## src/rtl/if_fetch_stage.sv

```systemverilog
// ============================================================================
// if_fetch_stage
// ----------------------------------------------------------------------------
// Instruction-fetch stage of a 5-stage pipelined CPU.
//
// This stage owns the program counter and presents it directly to the
// instruction memory. The memory returns its word combinationally in the same
// cycle, and the stage registers that word into the IF/ID pipeline register.
//
// Each cycle the stage does one of the following, in priority order:
//   redirect : Load the aligned redirect target into the PC and put a bubble
//              into IF/ID. This wins over stall and over every state.
//   boot     : In the first cycle after reset, do not fetch. IF/ID stays a
//              bubble.
//   halt     : After a HALT word retires, keep the PC and keep putting
//              bubbles into IF/ID until a redirect arrives.
//   stall    : Hold the PC and IF/ID unchanged.
//   advance  : Latch the fetched word into IF/ID and step the PC by 4. If
//              the word is HALT, the PC stays where it is and the stage
//              enters S_HALT.
//
// Optional feature, enabled by the macro IF_PERF_CNT_EN:
//   This adds the saturating 32-bit counters fetch_count and bubble_count.
//   fetch_count counts advances. bubble_count counts bubble cycles and stall
//   hold cycles.
// ============================================================================

module if_fetch_stage #(
  parameter int unsigned          ADDR_W     = 64,
  parameter int unsigned          INSTR_W    = 32,
  parameter logic [ADDR_W-1:0]    RESET_PC   = '0,
  parameter logic [INSTR_W-1:0]   HALT_INSTR = 32'hD4400000
) (
  input  logic                clk,
  input  logic                reset,
  input  logic                stall,
  input  logic                redirect,
  input  logic [ADDR_W-1:0]   redirect_target,
  output logic [ADDR_W-1:0]   imem_addr,
  input  logic [INSTR_W-1:0]  imem_rdata,
  output logic [ADDR_W-1:0]   ifid_pc,
  output logic [INSTR_W-1:0]  ifid_instr,
  output logic                ifid_valid,
  output logic                halted
`ifdef IF_PERF_CNT_EN
  ,
  output logic [31:0]         fetch_count,
  output logic [31:0]         bubble_count
`endif
);

  // --------------------------------------------------------------------------
  // Types and state
  // --------------------------------------------------------------------------
  typedef enum logic [1:0] {
    S_BOOT = 2'd0,
    S_RUN  = 2'd1,
    S_HALT = 2'd2
  } state_e;

  state_e               state_q, state_d;
  logic [ADDR_W-1:0]    pc_q, pc_d;
  logic [ADDR_W-1:0]    ifid_pc_q, ifid_pc_d;
  logic [INSTR_W-1:0]   ifid_instr_q, ifid_instr_d;
  logic                 ifid_valid_q, ifid_valid_d;

  // Per-cycle event strobes. These feed the optional counters and help
  // when reading waveforms.
  logic                 advance;
  logic                 hold_or_bubble;

  // Aligned redirect target. Instructions are word aligned, so the two
  // low bits of the target are dropped.
  logic [ADDR_W-1:0]    redirect_pc;
  logic                 unused_target_lsbs;

  assign redirect_pc        = {redirect_target[ADDR_W-1:2], 2'b00};
  assign unused_target_lsbs = ^redirect_target[1:0];

  // --------------------------------------------------------------------------
  // Next-state and IF/ID update logic
  // --------------------------------------------------------------------------
  // Choose one action for this cycle (redirect > boot/halt > stall > advance).
  always_comb begin
    // NOTE: every signal assigned in this block gets a default value first.
    // Without the defaults, a path that leaves a signal unassigned would make
    // synthesis infer a latch.
    state_d        = state_q;
    pc_d           = pc_q;
    ifid_pc_d      = ifid_pc_q;
    ifid_instr_d   = ifid_instr_q;
    ifid_valid_d   = ifid_valid_q;
    advance        = 1'b0;
    hold_or_bubble = 1'b0;

    if (redirect) begin
      // Redirect from any state. The word fetched this cycle is discarded,
      // and ifid_pc keeps the PC of the last real instruction.
      pc_d           = redirect_pc;
      ifid_instr_d   = '0;
      ifid_valid_d   = 1'b0;
      state_d        = S_RUN;
      hold_or_bubble = 1'b1;
    end else begin
      unique case (state_q)
        S_BOOT: begin
          // First cycle out of reset: no fetch, and IF/ID stays a bubble.
          ifid_instr_d   = '0;
          ifid_valid_d   = 1'b0;
          state_d        = S_RUN;
          hold_or_bubble = 1'b1;
        end

        S_RUN: begin
          if (stall) begin
            // The hazard unit holds PC and IF/ID exactly as they are.
            hold_or_bubble = 1'b1;
          end else begin
            advance      = 1'b1;
            ifid_pc_d    = pc_q;
            ifid_instr_d = imem_rdata;
            ifid_valid_d = 1'b1;
            if (imem_rdata == HALT_INSTR) begin
              // The HALT word still retires. Fetch freezes on its address.
              state_d = S_HALT;
            end else begin
              // The PC wraps naturally modulo 2^ADDR_W.
              pc_d = pc_q + ADDR_W'(4);
            end
          end
        end

        S_HALT: begin
          // Stall is ignored here. Only a redirect or reset leaves this
          // state.
          ifid_instr_d   = '0;
          ifid_valid_d   = 1'b0;
          hold_or_bubble = 1'b1;
        end

        default: begin
          state_d = S_BOOT;
        end
      endcase
    end
  end

  // --------------------------------------------------------------------------
  // State, PC and IF/ID registers
  // --------------------------------------------------------------------------
  // Register the state, PC and IF/ID. Reset is asynchronous.
  always_ff @(posedge clk or posedge reset) begin
    // NOTE: use non-blocking assignments for sequential state, so that every
    // register samples its next value from the pre-edge values.
    if (reset) begin
      state_q      <= S_BOOT;
      pc_q         <= RESET_PC;
      ifid_pc_q    <= '0;
      ifid_instr_q <= '0;
      ifid_valid_q <= 1'b0;
    end else begin
      state_q      <= state_d;
      pc_q         <= pc_d;
      ifid_pc_q    <= ifid_pc_d;
      ifid_instr_q <= ifid_instr_d;
      ifid_valid_q <= ifid_valid_d;
    end
  end

  // --------------------------------------------------------------------------
  // Outputs
  // --------------------------------------------------------------------------
  assign imem_addr  = pc_q;
  assign ifid_pc    = ifid_pc_q;
  assign ifid_instr = ifid_instr_q;
  assign ifid_valid = ifid_valid_q;
  assign halted     = (state_q == S_HALT);

`ifdef IF_PERF_CNT_EN
  // --------------------------------------------------------------------------
  // Optional saturating performance counters
  // --------------------------------------------------------------------------
  logic [31:0] fetch_count_q;
  logic [31:0] bubble_count_q;

  // Count advances and bubble/hold cycles. Each counter sticks at all-ones
  // and is cleared only by reset.
  always_ff @(posedge clk or posedge reset) begin
    if (reset) begin
      fetch_count_q  <= '0;
      bubble_count_q <= '0;
    end else begin
      if (advance && (fetch_count_q != 32'hFFFF_FFFF)) begin
        fetch_count_q <= fetch_count_q + 32'd1;
      end
      if (hold_or_bubble && (bubble_count_q != 32'hFFFF_FFFF)) begin
        bubble_count_q <= bubble_count_q + 32'd1;
      end
    end
  end

  assign fetch_count  = fetch_count_q;
  assign bubble_count = bubble_count_q;
`endif

endmodule
```

## config.mk

```make
export PLATFORM = sky130hd
export DESIGN_NAME = if_fetch_stage
export DESIGN_NICKNAME = d
export VERILOG_FILES = /design/src/rtl/if_fetch_stage.sv
export SDC_FILE = /design/constraint.sdc
export NUM_CORES = 1
export LEC_CHECK = 0
export BUFFER_PORTS_ARGS = -buffer_cell sky130_fd_sc_hd__buf_2
export CAP_MARGIN = 20
export CORE_ASPECT_RATIO = 1.25
export CORE_MARGIN = 3
export CORE_UTILIZATION = 54
export DETAILED_ROUTE_END_ITERATION = 10
export GPL_TIMING_DRIVEN = 0
export PLACE_DENSITY = 0.85
export SETUP_SLACK_MARGIN = 0.3
export SYNTH_ARGS = -nofsm -noshare
export SYNTH_HDL_FRONTEND = slang
export SYNTH_SLANG_ARGS = --single-unit
```

## constraint.sdc

```tcl
create_clock -name clk -period 12.4 [get_ports clk]
set_input_delay 0.62 -clock clk [delete_from_list [all_inputs] [get_ports clk]]
set_output_delay 0.62 -clock clk [all_outputs]
set_load 0.05 [all_outputs]
```

# After elaboration in Yosys (flattened, before gate mapping)

Index checks and enable logic that the tools add are counted.

Add/subtract/negate cells: 1
Equal/unequal tests: 8
Muxes and demuxes: 14
Bitwise logic cells: 2
Reduce and logical (&&, ||, !) cells: 8

Operators with widths:

| operator                                               | count |
|---|---|
| two-way mux 64 bit                                     | 4 |
| adder 64 x 3 -> 64 bit (second input constant)         | 1 |
| two-way mux 32 bit                                     | 2 |
| one-hot mux 32 bit (2 select lines)                    | 1 |
| == test 32 bit (second input constant)                 | 1 |
| AND reduction 3 bit                                    | 3 |
| two-way mux 2 bit                                      | 3 |
| inequality test 3 bit (second input constant)          | 2 |
| one-hot mux 2 bit (3 select lines)                     | 1 |
| inequality test 2 bit (second input constant)          | 2 |
| nonzero test 3 bit                                     | 1 |
| == test 2 x 1 -> 1 bit (second input constant)         | 1 |
| == test 2 bit (second input constant)                  | 1 |
| logical NOT 2 bit                                      | 1 |
| two-way mux 1 bit                                      | 2 |
| inequality test 2 x 1 -> 1 bit (second input constant) | 1 |
| inverter 1 bit                                         | 2 |
| one-hot mux 1 bit (2 select lines)                     | 1 |
| AND reduction 2 bit                                    | 1 |
| nonzero test 2 bit                                     | 1 |
| OR reduction 2 bit                                     | 1 |

Flip-flop bits (word level): 163
Bits of input ports: 100

# Longest topological paths before layout

Gate-level depths: netlist of run 1.

Depth after elaboration: 5
Gate-level depth with buffers: 9
Depth with buffers taken out: 7

# Worst setup path before layout of run 1

Ideal clock, no wire load.

Path type: reg2reg
Start: register pc_q[2] (netlist: imem_addr[2])
End: register pc_q[54] (netlist: imem_addr[54])
Arrival: 2403 ps
Data required time: 12274 ps
Setup slack: 9871 ps
Cell stages (with the launch flop): 8
Clock period less this slack: 2529 ps
Cells stage by stage: dfrtp_1 ha_1 and4_1 nand4_1 nor3_2 nand4_1 a21o_1 a221o_1

Word-level cells in the longest chain between the ends: 5

Ends and longest elaborated chain:

| what                   | RTL line | source |
|---|---|---|
| from (decl)            | 62       | `logic [ADDR_W-1:0] pc_q, pc_d;` |
| from (signal assigned) | 163      | `pc_q <= pc_d;` |
| adder 64 x 3 -> 64 bit | 128      | `pc_d = pc_q + ADDR_W'(4);` |
| two-way mux 64 bit     | 123      | `if (imem_rdata == HALT_INSTR) begin` |
| two-way mux 64 bit     | 115      | `if (stall) begin` |
| two-way mux 64 bit     | 105      | `unique case (state_q)` |
| two-way mux 64 bit     | 96       | `if (redirect) begin` |

Every way passes these cells. The select of a mux whose other input is x is not followed.
A chain may end at the register's enable or synchronous reset.

# Worst setup path after layout of run 1

Start: input imem_rdata[29]
End: register pc_q[18] (netlist: imem_addr[18])

Word-level cells in the longest chain between the ends: 3

Ends and longest elaborated chain:

| what                            | RTL line | source |
|---|---|---|
| from (decl)                     | 40       | `input logic [INSTR_W-1:0] imem_rdata,` |
| == test 32 bit                  | 123      |  |
| inequality test 2 bit (no line) | --       |  |
| AND reduction 3 bit (no line)   | --       |  |

Every way passes these cells.

==> results of run 1 <==
-- flip-flops by register name (all words and copies together), names as in the netlist --
name / flops
ifid_pc: 62
imem_addr: 62
ifid_instr: 32
state_q: 2
ifid_valid: 1
-- Yosys cell counts (2+ instances only) --
| master | number | area (µm²) |
|---|---|---|
| o311ai_0 | 13 | 114 |
| clkbuf_1 | 29 | 109 |
| nor4bb_1 | 2 | 20.0 |
| dfrtp_1 | 159 | 3980 |
| nand3_1 | 31 | 155 |
| and4_1 | 7 | 61.3 |
| or4_1 | 2 | 15.0 |
| nand2_1 | 81 | 304 |
| o211ai_1 | 15 | 113 |
| buf_4 | 7 | 52.6 |
| buf_1 | 2 | 7.51 |
| nor3_1 | 7 | 35.0 |
| a22oi_1 | 2 | 15.0 |
| and2_0 | 2 | 12.5 |
| nor4_1 | 7 | 43.8 |
| a22o_1 | 32 | 280 |
| o21ai_1 | 5 | 25.0 |
| inv_1 | 7 | 26.3 |
| buf_2 | 15 | 75.1 |
| and3_1 | 8 | 50.1 |
| nor3_2 | 5 | 50.1 |
| a21o_1 | 4 | 30.0 |
| a221o_1 | 8 | 80.1 |
| and3_2 | 2 | 15.0 |
| mux2i_1 | 4 | 40.0 |
| a31oi_1 | 17 | 106 |
| a32oi_1 | 2 | 17.5 |
| a41oi_1 | 4 | 35.0 |
| nor2_1 | 30 | 113 |
| nand4_1 | 25 | 156 |
| o21ai_0 | 47 | 235 |
| nand2_2 | 2 | 12.5 |
| nand2b_1 | 3 | 18.8 |
| and2_1 | 11 | 68.8 |
| mux2_2 | 63 | 709 |
| o311ai_1 | 14 | 123 |
| a21oi_1 | 16 | 80.1 |
| nor4b_1 | 2 | 17.5 |
-- per-layer routing --
layer  share of wire, %  track usage (%)
met5              0.036                0
met3                9.5             6.34
met4                4.9             17.1
met1                 37             39.8
met2                 48             52.7
-- logic make-up after synthesis --
group,count (synthesis),share of synthesized area [%]
AND/OR/NAND/NOR,237,16.6
buffers and inverters,60,3.56
other,1,0.0494
adder cells (fa/ha/maj),1,0.165
multiplexers,67,9.88
AO/OA/AOI/OAI,184,17.1
flip-flops,159,52.4
XOR/XNOR,2,0.231
-- worst max-delay path by stage --
stage / start / to / slack, ns / cells after the start
3_3_place_gp: reset / ifid_pc[17] / 5.82 / 2
4_1_cts: imem_addr[2] / imem_addr[58] / 9.61 / 8
6_report: imem_rdata[29] / imem_addr[18] / 9.52 / 9
5_1_grt: imem_addr[2] / imem_addr[60] / 9.33 / 8
2_1_floorplan: reset / ifid_instr[0] / 7.49 / 1
3_5_place_dp: imem_rdata[29] / imem_addr[17] / 9.22 / 9
-- per-stage QoR --
step | hold WS (ns) | util, % | setup slack [ns] | instances
after floorplan | 0.486 | - | 7.49 | 714
after global placement | 0.481 | 67.2 | 5.82 | 1139
after detailed placement | 0.479 | 67.4 | 9.22 | 1140
after CTS | 0.308 | 71.5 | 9.61 | 1172
after global routing | 0.358 | 71.5 | 9.33 | 1174
final | 0.281 | 71.5 | 9.52 | 1174
-- power by group --
part / switching (mW) / total (mW) / internal, mW / leakage, nW
clock: 0.225 / 0.490 / 0.265 / 0.261
sequential: 0.0561 / 0.638 / 0.582 / 1.98
combinational: 0.342 / 0.460 / 0.117 / 2.38
total: 0.624 / 1.59 / 0.965 / 4.62
-- final cells by class --
type                            instances  area share (%)
Sequential cell                       159            41.1
Antenna cell                            2          0.0518
Tap cell                              171            2.21
Buffer                                 53            2.52
Clock buffer                           19            4.58
Clock inverter                         13            1.10
Timing Repair Buffer                  255            13.4
Inverter                                7           0.323
Multi-Input combinational cell        495            34.6
-- critical path, delay by kind of cell --
| family | cells | cell delay [ns] |
|---|---|---|
| compound gates | 3 | 0.65 |
| buf+inv | 3 | 0.95 |
| simple gates | 3 | 0.98 |
==> reports/results.ini, run 1 <==
[flow_run]
cap_violations=0

[place]
port_buffers=254
routabilityCongestion=0.946
dpl_cell_area_um2=9120
dpl.hpwl_um=18000

[clocking]
cts_hold_buf=0
clock-sinks=159
cts.repair.resized=0
cts_tree=built
cts.clk_slew.worst_paths_ns=0.07
post-cts-setup-buffers=0
cts.htree.levels=4
cts_buffer_depth=2
clkLatencyLatePin_ns=0.43
cts_root_buffer=clkbuf_16
numCtsBuffers=17

[worst_setup_path]
reg2reg_to=imem_addr[58]
crit_chain=buf_2 > nor4bb_1 > and4_1 > a21oi_1 > nor2_1 > buf_2 > clkbuf_1 > o21ai_0 > o211ai_1
rrSetupSlack_ns=9.54
crit_type=in -> reg
crit_path_max_incr_delay_ns=0.55
regToRegStartpoint=imem_addr[2]
crit_required_ns=12.73
cp.arrival_ns=3.20
cp-end-kind=register
cp-start-kind=input port
path_max_fanout=10
reg2reg_depth=8
slowest_stage=clkbuf_1
cpMostUsedCell=buf_2

[drt]
ant_nets=0
drt-total-wl_um=25000
initialDrtViolationCount=762
wl_per_cell_um=21.3
vias=7327
drt-pass1-iter-count=6
drc=0
via_per_inst=6.24

[cells_and_area]
layout_commonest_cell=buf_2
final_cell_mix=269 x buf_2, 159 x dfrtp_1, 81 x nand2_1, 63 x mux2_2, 47 x o21ai_0
layout-drive-gt1-share_pct=38.8
finalInstanceArea_um2=9670
multiInputGateArea_um2=3350
area_growth_pct=27.5
n_fill_cell=1032
seq_area_um2=3980
num-nets-final=1089

[global_route]
grt_pass1_vias=7454
grt_usage_pct=32.0
grt_max_degree=90
antenna_found_initial=3
overflow=0
grt_pass1_wl_um=39500

[timing]
setup_viol=0
maxSlewViolCount=0
finalSetupTns_ns=0
worst_pin_slew_ns=0.807
hold_viol_final=0
fin_skew_ns=0.0141
fin_crit_sh_pct=23.2
final.min_clock_period_ns=2.88
max_slew_margin_pct=45.7
timing.fmax_mhz=348
rsz0062_at_grt=false

[power_and_ir_drop]
power.total_mw=1.59
leakage_nw=4.62
p_per_area_nw_per_um2=164
peakVddDrop_mv=0.0884

[floorplanning]
rows=47
design.die.area_um2=15500
die_x_um=112
start_util_pct=56.1
num_io_pins=262
die_y_um=139
core_um2=13500

[synthesis]
yosysWarnings=0
yosysSeqAreaShare_pct=52.4
synth_edf_count=0
async_reset_ff_share_pct=100
synthFlopType=dfrtp_1
synthCells=711
netlist-cell-type-count=57
avgSynthCellArea_um2=10.7
ys_seq_elements=159
netlist_area_um2=7590

[hold_path]
hold_class=in -> async

[outcome]
status=completed

Note: power is estimated with default switching activity, not from simulation.
==> run 2: changes to the inputs <==
--- a/config.mk
+++ b/config.mk
@@ -5,14 +5,15 @@
 export SDC_FILE = /design/constraint.sdc
 export NUM_CORES = 1
 export LEC_CHECK = 0
+export ABC_AREA = 1
 export BUFFER_PORTS_ARGS = -buffer_cell sky130_fd_sc_hd__buf_2
 export CAP_MARGIN = 20
 export CORE_ASPECT_RATIO = 1.25
 export CORE_MARGIN = 3
-export CORE_UTILIZATION = 54
+export CORE_UTILIZATION = 47
 export DETAILED_ROUTE_END_ITERATION = 10
 export GPL_TIMING_DRIVEN = 0
-export PLACE_DENSITY = 0.85
+export PLACE_DENSITY = 0.77
 export SETUP_SLACK_MARGIN = 0.3
 export SYNTH_ARGS = -nofsm -noshare
 export SYNTH_HDL_FRONTEND = slang
==> constraint.sdc (replaced) <==
create_clock -name clk -period 2.4 [get_ports clk]
set_input_delay 0.12 -clock clk [delete_from_list [all_inputs] [get_ports clk]]
set_output_delay 0.12 -clock clk [all_outputs]
set_load 0.05 [all_outputs]
==> reports/results.ini, run 2 <==
[outcome]
status=completed

[place]
routabilityCongestion=1.00
port_buffers=254
dpl.hpwl_um=25700

[drt]
drc=0
wl_per_cell_um=18.6
via_per_inst=5.33
initialDrtViolationCount=818
drt-total-wl_um=34300
drt-pass1-iter-count=7
vias=9831
ant_nets=0

[cells_and_area]
final_cell_mix=490 x nand2_1, 267 x buf_2, 157 x dfrtp_1, 132 x nor2_1, 101 x inv_1
area_growth_pct=35.3
layout-drive-gt1-share_pct=23.3
num-nets-final=1703
layout_commonest_cell=nand2_1
antenna_cells=0
fin_util_pct=65.5

[power_and_ir_drop]
p_per_area_nw_per_um2=745
peakVddDrop_mv=0.488
leakage_nw=6.12

[global_route]
overflow=0
grt_max_degree=40
antenna_found_initial=0
grt_pass1_vias=9476
grt_usage_pct=33.0
grt_pass1_wl_um=52000

[timing]
rsz0062_at_grt=true
hold_viol_final=0
max_slew_margin_pct=47.3
worst_hold_slack_ns=0.00254
timing.fmax_mhz=467
fin_crit_sh_pct=89.3
worst_pin_slew_ns=0.790
maxSlewViolCount=0
setup_viol=0
fin_skew_ns=0.00782
final.min_clock_period_ns=2.14

[floorplanning]
num_io_pins=262
start_util_pct=48.4
rows=55
core_um2=18200
die_x_um=129
design.die.area_um2=20500
die_y_um=159

[clocking]
cts_buffer_depth=2
cts_tree=built
cts.clk_slew.worst_paths_ns=0.07
cts_root_buffer=clkbuf_16
clkLatencyLatePin_ns=0.43
clock-sinks=159
cts.htree.levels=4
numCtsBuffers=17

[synthesis]
netlist-cell-type-count=38
synth_edf_count=0
netlist_area_um2=8820
netlist.area_leader.share_pct=45.1
yosysSeqAreaShare_pct=45.1
synthCells=1240
ys_seq_elements=159
synth.most_common_cell=nand2_1
yosysTopAreaCell=dfrtp_1
async_reset_ff_share_pct=100
avgSynthCellArea_um2=7.12
synthTopCellsByCount=490 x nand2_1, 159 x dfrtp_1, 139 x nor2_1
synthFlopType=dfrtp_1
yosysWarnings=0
yosys-top-cells-area=dfrtp_1 45%, nand2_1 21%, nor2_1 5.9%

[worst_setup_path]
cpLargestDelayFamily=simple AND/OR/NAND/NOR gates
crit_required_ns=2.77
path_max_fanout=6
cp.arrival_ns=2.51
slowest_stage=dfrtp_1
reg2reg_depth=10
crit_chain=nand2_1 > nor2_1 > nand2_1 > nor2_4 > nand2_2 > nor2_1 > nor2_1 > nor2_1 > nand2_1 > nand2_1
crit_type=reg -> reg
cp-start-kind=register
crit_buf_inv=0
crit_path_max_incr_delay_ns=0.53
cp.depth=10
cp-end-kind=register

[flow_run]
cap_violations=0

[hold_path]
hold_class=in -> reg
hold_path_depth=4

[run 2: cell count changes in the layout (fill, tap and decap cells not counted), moves of 27 or more]
cell and delta:
o21ai_1 +33, mux2_2 -63, nor2_1 +102, a22o_1 -27
nand2_1 +409, nand3_1 +60, dlygate4sd3_1 +79, inv_1 +95
[run 2: worst paths after layout]
kind                                     startpoint  slack, ns       endpoint
worst max-delay path                  imem_addr[21]       0.26  imem_addr[62]
worst min-delay path            redirect_target[53]      0.003  imem_addr[53]
worst max register to register        imem_addr[21]       0.26  imem_addr[62]
worst min register to register           ifid_pc[8]       0.47     ifid_pc[8]
max in group asynchronous                     reset       1.23  imem_addr[58]
min in group asynchronous                     reset       0.35   imem_addr[7]
[run 2: kinds of logic after synthesis]
group / count (synthesis) / synth area share (%)
AND/OR/NAND/NOR: 779 / 37.2
buffers and inverters: 152 / 7.44
AO/OA/AOI/OAI: 130 / 8.28
other: 1 / 0.0425
XOR/XNOR: 18 / 1.79
flip-flops: 159 / 45.1
adder cells (fa/ha/maj): 1 / 0.142
[run 2: stage by stage]
stage / cell area, µm² / setup slack [ns] / setup TNS [ns] / cells / power [mW]
floorplan: 8840 / 0.265 / 0 / 1243 / 5.15
CTS: 11900 / 0.300 / 0 / 1841 / 8.86
global placement: 10400 / -0.737 / -115.64 / 1725 / 5.91
detailed placement: 10500 / 0.159 / 0 / 1729 / 5.95
finish: 11900 / 0.257 / 0 / 1843 / 8.89
global route: 11900 / 0.247 / 0 / 1843 / 9.23
[run 2: routing by layer]
| layer | up-vias | GRT usage (%) | share of wire (%) |
|---|---|---|---|
| li1 | 4630 | - | - |
| met5 | - | 0 | 0 |
| met1 | 4588 | 41.6 | 39 |
| met2 | 512 | 55.4 | 48 |
| met4 | 0 | 15.3 | 4.6 |
| met3 | 101 | 5.00 | 8.4 |
[run 2: report_power, final]
part | internal (mW) | total (mW) | switching (mW)
clock network | 1.62 | 2.84 | 1.22
logic | 0.671 | 2.70 | 2.02
registers | 3.01 | 3.36 | 0.351
[run 2: timing repair]
| action | in CTS | in global routing |
|---|---|---|
| hold buffers | 79 | 0 |
| pin swaps | 1 | 0 |
| gates resized for setup | 2 | 16 |
| endpoints found under the hold margin | 104 | 0 |
| setup endpoints to repair | 5 | 55 |
| setup buffers | 1 | 2 |
[run 2: worst min-delay path: cells and delay by family]
| family | cells | cell delay (ns) |
|---|---|---|
| simple gates | 2 | 0.09 |
| buf+inv | 1 | 0.07 |
| compound gates | 1 | 0.12 |
[run 2: cell type report]
cell class | count | area (µm²)
clock buffer | 20 | 457
sequential | 159 | 3980
fill | 1594 | 6300
clock inverter | 12 | 150
multi-input combinational | 932 | 4230
tap | 228 | 285
buffer | 44 | 259
timing repair buffer | 340 | 2160
inverter | 108 | 413
==> run 3: changes to the inputs <==
--- a/config.mk
+++ b/config.mk
@@ -14,7 +14,7 @@
 export DETAILED_ROUTE_END_ITERATION = 10
 export GPL_TIMING_DRIVEN = 0
 export PLACE_DENSITY = 0.77
-export SETUP_SLACK_MARGIN = 0.3
+export SETUP_SLACK_MARGIN = 0.1
 export SYNTH_ARGS = -nofsm -noshare
 export SYNTH_HDL_FRONTEND = slang
 export SYNTH_SLANG_ARGS = --single-unit
==> reports/results.ini, run 3 (same netlist as run 2, synthesis figures left out) <==
[outcome]
status=completed

[cells_and_area]
fin_util_pct=65.1
area_growth_pct=34.6
layout-drive-gt1-share_pct=22.5
antenna_cells=0
layoutNonFillerInstCount=1840
n_fill_cell=1597
final_cell_mix=490 x nand2_1, 269 x buf_2, 159 x dfrtp_1, 138 x nor2_1, 101 x inv_1
finalInstanceArea_um2=11900
num-nets-final=1700
layout_commonest_cell=nand2_1

[drt]
drt-pass1-iter-count=6
vias=9832
drt-total-wl_um=34400
ant_nets=0
via_per_inst=5.34
drc=0
wl_per_cell_um=18.7
initialDrtViolationCount=888

[timing]
maxSlewViolCount=0
timing.fmax_mhz=467
setup_viol=0
max_slew_margin_pct=44.3
rsz0062_at_grt=false
worst_hold_slack_ns=0.000802
finalSetupTns_ns=0
worst_pin_slew_ns=0.836
fin_crit_sh_pct=89.2
final.setup.worst_slack_ns=0.259
hold_viol_final=0
final.min_clock_period_ns=2.14
fin_skew_ns=0.00771

[worst_setup_path]
crit_type=reg -> reg
crit_chain=ha_2 > nand2_2 > nor2_1 > nand3_1 > nor2_2 > nand2_1 > nor2_1 > nand3_1 > nand3_1 > nand2_1
cp-end-kind=register
path_max_fanout=5
cp.arrival_ns=2.46
crit_path_max_incr_delay_ns=0.45
cpLargestDelayFamily=simple AND/OR/NAND/NOR gates
crit_required_ns=2.72
cpMostUsedCell=nand3_1
cp-start-kind=register
crit_buf_inv=0
slowest_stage=dfrtp_1

[floorplanning]
rows=55
design.die.area_um2=20500
core_um2=18200
start_util_pct=48.4
die_y_um=159
die_x_um=129
num_io_pins=262

[global_route]
grt_max_degree=40
grt_pass1_vias=9476
grt_pass1_wl_um=52000
antenna_found_initial=0
overflow=0
grt_usage_pct=33.0

[power_and_ir_drop]
leakage_nw=6.11
peakVddDrop_mv=0.491
power.total_mw=8.88
p_per_area_nw_per_um2=747

[place]
port_buffers=254
dpl_cell_area_um2=10500
routabilityCongestion=1.00
dp_cells=1729
pre_cts_ws_ns=0.159
dpl.hpwl_um=25700

[clocking]
cts.htree.levels=4
cts_root_buffer=clkbuf_16
clock-sinks=159
clkLatencyLatePin_ns=0.43
numCtsBuffers=17
cts.clk_slew.worst_paths_ns=0.07
cts_buffer_depth=2
cts_tree=built

[flow_run]
cap_violations=0

[hold_path]
hold_class=in -> reg

-- run 3: worst register-to-register path, stage by stage (launching register included) --
cell     delay (ns)
dfrtp_1        0.45
ha_2           0.29
nand2_2        0.11
nor2_1         0.18
nand3_1        0.12
nor2_2         0.23
nand2_1        0.14
nor2_1         0.25
nand3_1        0.12
nand3_1        0.10
nand2_1        0.05
-- run 3: worst paths after layout --
check | startpoint | endpoint | slack [ns] | cells after the start
max | imem_addr[2] | imem_addr[56] | 0.26 | 10
min | redirect_target[53] | imem_addr[53] | 0.0008 | 4
max reg2reg | imem_addr[2] | imem_addr[56] | 0.26 | 10
min reg2reg | ifid_pc[8] | ifid_pc[8] | 0.47 | 2
max in group asynchronous | reset | imem_addr[47] | 1.23 | 5
min in group asynchronous | reset | imem_addr[7] | 0.35 | 3
-- run 3: layout make-up --
type | instances | area [µm²] | area share [%]
plain buffers | 44 | 251 | 2.12
clock buffers | 20 | 457 | 3.84
clock inverters | 12 | 150 | 1.26
inverters | 108 | 409 | 3.44
multi-input cells | 932 | 4200 | 35.4
flip-flops and latches | 159 | 3980 | 33.5
well taps | 228 | 285 | 2.40
repair buffers | 337 | 2140 | 18.0
-- run 3: power breakdown --
group	internal (mW)	total [mW]	switching, mW
Combinational	0.663	2.68	2.02
Clock	1.62	2.84	1.22
Sequential	3.00	3.35	0.350
Total	5.28	8.88	3.59
-- run 3: timing repair --
item	4_1_cts	5_1_grt
hold buffers	79	0
endpoints found under the setup margin	0	3
buffers inserted	0	0
gates resized for setup	0	2
hold endpoints to repair	104	0
-- run 3: metal layers --
layer	GRT usage, %	share of wire [%]	up-vias
li1	-	-	4628
met1	41.5	39	4581
met2	55.3	48	531
met3	5.13	8.4	92
met4	15.3	4.4	0
met5	0	0	-
